`config.mk`:
```
export PLATFORM = sky130hd
export DESIGN_NAME = approx_error_monitor
export DESIGN_NICKNAME = d
export VERILOG_FILES = /design/src/rtl/approx_error_monitor.sv
export SDC_FILE = /design/constraint.sdc
export NUM_CORES = 1
export LEC_CHECK = 0
export BUFFER_PORTS_ARGS = -buffer_cell sky130_fd_sc_hd__buf_2
export CAP_MARGIN = 40
export CORE_MARGIN = 1
export CORE_UTILIZATION = 50
export DETAILED_ROUTE_END_ITERATION = 16
export PLACE_DENSITY = 0.71
export SETUP_SLACK_MARGIN = 0.05
export SKIP_CTS_REPAIR_TIMING = 1
export SLEW_MARGIN = 40
export SYNTH_ARGS = -nofsm -noshare
export SYNTH_HDL_FRONTEND = slang
export SYNTH_SLANG_ARGS = --single-unit
```
`constraint.sdc`:
```
create_clock -name clk -period 7.5 [get_ports clk]
set_clock_uncertainty 0.15 [all_clocks]
set_input_delay 0.375 -clock clk [delete_from_list [all_inputs] [get_ports clk]]
set_output_delay 0.375 -clock clk [all_outputs]
set_load 0.03 [all_outputs]
```
`src/rtl/approx_error_monitor.sv`:
```
// Error-distance monitor for an 8-bit approximate adder: accepts SAMPLES operand
// pairs per run and accumulates error count, summed and maximum error distance.
module approx_error_monitor #(
  parameter int unsigned SAMPLES = 256
) (
  input  logic        clk,
  input  logic        rst,
  input  logic        start,
  input  logic        in_valid,
  output logic        in_ready,
  input  logic [7:0]  in0,
  input  logic [7:0]  in1,
  input  logic [7:0]  approx_sum,
  input  logic        approx_cout,
  output logic        busy,
  output logic        done,
  output logic [15:0] err_count,
  output logic [24:0] sum_ed,
  output logic [8:0]  max_ed
);

  typedef enum logic [1:0] {IDLE, RUN, DRAIN, DONE} state_t;

  localparam logic [15:0] LIMIT = 16'(SAMPLES);
  localparam logic [15:0] LAST  = 16'(SAMPLES - 1);

  state_t      state_q, state_d;
  logic [15:0] cnt_q, cnt_d;
  logic [15:0] err_q, err_d;
  logic [24:0] sum_q, sum_d;
  logic [8:0]  max_q, max_d;

  logic        s1_valid_q;
  logic [7:0]  s1_a_q, s1_b_q;
  logic [8:0]  s1_approx_q;

  logic        accept;
  logic [8:0]  exact;
  logic [8:0]  ed;

  assign in_ready = (state_q == RUN) && (cnt_q < LIMIT);
  assign accept   = in_valid && in_ready;
  assign busy     = (state_q == RUN) || (state_q == DRAIN);
  assign done     = (state_q == DONE);

  assign err_count = err_q;
  assign sum_ed    = sum_q;
  assign max_ed    = max_q;

  // Exact sum and approximate result are both 9 bits, so |diff| fits in 9 bits.
  assign exact = {1'b0, s1_a_q} + {1'b0, s1_b_q};
  assign ed    = (exact >= s1_approx_q) ? (exact - s1_approx_q) : (s1_approx_q - exact);

  always_comb begin
    state_d = state_q;
    cnt_d   = cnt_q;
    err_d   = err_q;
    sum_d   = sum_q;
    max_d   = max_q;

    if (s1_valid_q) begin
      sum_d = sum_q + 25'(ed);
      if (ed != 9'd0) err_d = err_q + 16'd1;
      if (ed > max_q) max_d = ed;
    end

    unique case (state_q)
      IDLE: begin
        if (start) begin
          state_d = RUN;
          cnt_d   = '0;
          err_d   = '0;
          sum_d   = '0;
          max_d   = '0;
        end
      end
      RUN: begin
        if (accept) begin
          cnt_d = cnt_q + 16'd1;
          if (cnt_q == LAST) state_d = DRAIN;
        end
      end
      DRAIN:   state_d = DONE;
      DONE:    state_d = IDLE;
      default: state_d = IDLE;
    endcase
  end

  always_ff @(posedge clk or posedge rst) begin
    if (rst) begin
      state_q     <= IDLE;
      cnt_q       <= '0;
      err_q       <= '0;
      sum_q       <= '0;
      max_q       <= '0;
      s1_valid_q  <= 1'b0;
      s1_a_q      <= '0;
      s1_b_q      <= '0;
      s1_approx_q <= '0;
    end else begin
      state_q    <= state_d;
      cnt_q      <= cnt_d;
      err_q      <= err_d;
      sum_q      <= sum_d;
      max_q      <= max_d;
      s1_valid_q <= accept;
      if (accept) begin
        s1_a_q      <= in0;
        s1_b_q      <= in1;
        s1_approx_q <= {approx_cout, approx_sum};
      end
    end
  end

endmodule

```
==> reports/metrics.yaml <==
p_per_area_nw_per_um2: 436
status: "completed"
r2r_slack_ns: 1.50
slew_violations: 0
route.top_layer_used: "met4"
crit_path_start_kind: "flip-flop"
diodes: 0
areaGrowthSynthToFinish_pct: 14.3
netlist_top_cells_area: "dfrtp_1 (38%), ha_1 (11%), nand2_1 (5.0%)"
ys_types: 67
mostFrequentLayoutCells: "dfrtp_1 (94), nand2_1 (83), buf_2 (81), nor2_1 (67), ha_1 (53)"
syn_avg_cell_area_sq_um: 8.94
synth_area_sq_um: 6200
num_vias: 5197
crit_type: "flip-flop to flip-flop"
grt_pass1_wl_microns: 23700
wl_met1_microns: 6470
antenna_left: 0
cts_tree: "yes"
num_io_pins: 82
setup_tns_ns: 0
dp.cells: 924
die_w_microns: 113
yosys_warnings: 0
grt_pass1_vias: 5084
core_area_sq_um: 12100
cts_buffer_depth: 2
grt_max_degree: 74
wl_per_cell_microns: 14.6
timing.max_cap.violations: 0
hold_viol: 0
r2r-start: "s1_a_q[0]$_DFFE_PP0P_"
p_leak_nw: 3.47
synthFlopType: "dfrtp_1"
gp_congestion: 0.937
clock-root-buffer: "clkbuf_16"
clk_pin_slew_ns: 0.07
endpoint_kind: "flip-flop"
initial_core_util: 0.514
drt_iter0_markers: 305
p_switching_mw: 1.43
yosysTopAreaCell: "dfrtp_1"
worstMarginPinSlew_ns: 0.675
synth.top_cell.area_share: 0.380
setup_viol: 0
die_y_microns: 113
dr.pass1.iters: 5
power_frac_comb: 0.572
hold_class: "input pin to flip-flop"
layout_commonest_cell: "dfrtp_1"
worst_ep_arrival_time_ns: 6.07
clock_sinks: 94
max_freq_mhz: 167
min-delay-start: "in0[6]"
startpoint: "s1_a_q[0]$_DFFE_PP0P_"
rsz0062_at_grt: "false"
grt_usage: 0.229
fin_cells: 941
clkPwrFrac: 0.165
cp_data_required_time_ns: 7.57
wirelength_microns: 13700
num_rows: 40
clkLatencyLatePin_ns: 0.36
die-area_sq_um: 12800
fin_util: 0.587
synth_seq_cells: 94
via_per_inst: 5.52
drive_gt1_frac: 0.154
drc: 0
pwr-share-seq: 0.263
yosysSeqAreaShare: 0.380
synth_edf_count: 0
p_sw_frac: 0.464
async_flop_share: 1.00
syn_nets: 779
period_share: 0.800
synthCells: 693
overflow: 0
worstPathMaxFanout: 10
max_slew_margin: 0.548
antenna_found_initial: 0
vdd_drop_max_uv: 133
nNetsFinal: 854
p_int_mw: 1.65
dp_hpwl_microns: 10100
cts_htree_levels: 3
dr_wl_met2_microns: 6360
post-route-min-period_ns: 6.00
place.port_buffers: 81
wl_met3_microns: 518
cts_buffers: 9
## flip-flops by register name, summed over array words and instances, names as in the netlist
name / count
cnt_q: 16
state_q: 2
s1_b_q: 8
s1_approx_q: 9
s1_a_q: 8
max_ed: 9
err_count: 16
sum_ed: 25
s1_valid_q: 1
## cell usage after synthesis (8+ instances only)
cell type / count
xor2_1: 12
nor2_1: 68
nand4_1: 18
o21ai_0: 28
mux2i_1: 18
inv_1: 53
ha_1: 53
o21a_1: 12
and3_1: 9
xnor2_1: 25
a21o_1: 11
nand2b_1: 8
dfrtp_1: 94
nand3_1: 21
clkbuf_1: 14
nor2b_1: 8
nand2_1: 83
a21oi_1: 46
## kinds of logic after synthesis
group,share of synthesized area
simple gates,0.201
fa+ha+maj,0.120
buf+inv,0.0505
flops,0.380
compound gates,0.166
xor+xnor,0.0523
mux,0.0309
## worst max-delay path: stages (launching register included)
cell and delay [ns]:
dfrtp_1 0.38, ha_1 0.23, fa_1 0.40, a21o_1 0.19, a21oi_1 0.22, o21bai_1 0.10, a21oi_1 0.24, xnor2_1 0.18
ha_1 0.34, a21oi_2 0.22, o211ai_1 0.14, a21oi_2 0.36, nand2_2 0.21, mux2i_1 0.22, xor2_1 0.33, ha_1 0.31
nor2b_1 0.13, o21ai_0 0.20, a21boi_0 0.14, o21a_1 0.20, o21a_1 0.22, o2111ai_1 0.38, a21oi_1 0.16, xnor2_1 0.18
nor2_1 0.06
## power groups by stage
stage          logic [mW]  clock network, mW  registers [mW]
2_1_floorplan        1.14                  0            1.02
4_1_cts              1.76              0.519           0.809
5_1_grt              1.96              0.536           0.833
6_report             1.76              0.511           0.811
3_3_place_gp         1.69                  0           0.809
3_5_place_dp         1.75                  0           0.818
## worst paths after layout
path	to	cells after the start
worst max-delay path	sum_ed[22]$_DFF_PP0_	24
worst min-delay path	s1_a_q[6]$_DFFE_PP0P_	3
worst max register to register	sum_ed[22]$_DFF_PP0_	24
worst min register to register	s1_a_q[2]$_DFFE_PP0P_	2
max in group asynchronous	s1_approx_q[3]$_DFFE_PP0P_	4
min in group asynchronous	state_q[0]$_DFFE_PP0P_	3
## through the flow
stage | instance area, sq um | power (mW) | setup WS (ns) | hold slack [ns]
final | 7080 | 3.09 | 1.50 | 0.0620
after CTS | 7070 | 3.09 | 1.51 | -0.163
after global placement | 6730 | 2.50 | 1.74 | 0.208
after detailed placement | 6740 | 2.57 | 1.55 | 0.224
after global routing | 7080 | 3.33 | 1.01 | 0.0612
after floorplan | 6200 | 2.16 | 2.16 | 0.300
## area by class of cell
| class | count | area (sq um) |
|---|---|---|
| tap | 168 | 210 |
| fill | 1064 | 4980 |
| multi-input combinational | 523 | 3530 |
| sequential | 94 | 2350 |
| clock inverter | 4 | 77.6 |
| inverter | 54 | 204 |
| timing repair buffer | 86 | 457 |
| clock buffer | 12 | 246 |
## layer usage
layer / global-route usage / vias to the layer above
li1: - / 2557
met1: 0.303 / 2475
met2: 0.372 / 139
met3: 0.0316 / 26
met4: 0.107 / 0
met5: 0 / -
No activity file was read; power rests on OpenSTA's default activity.
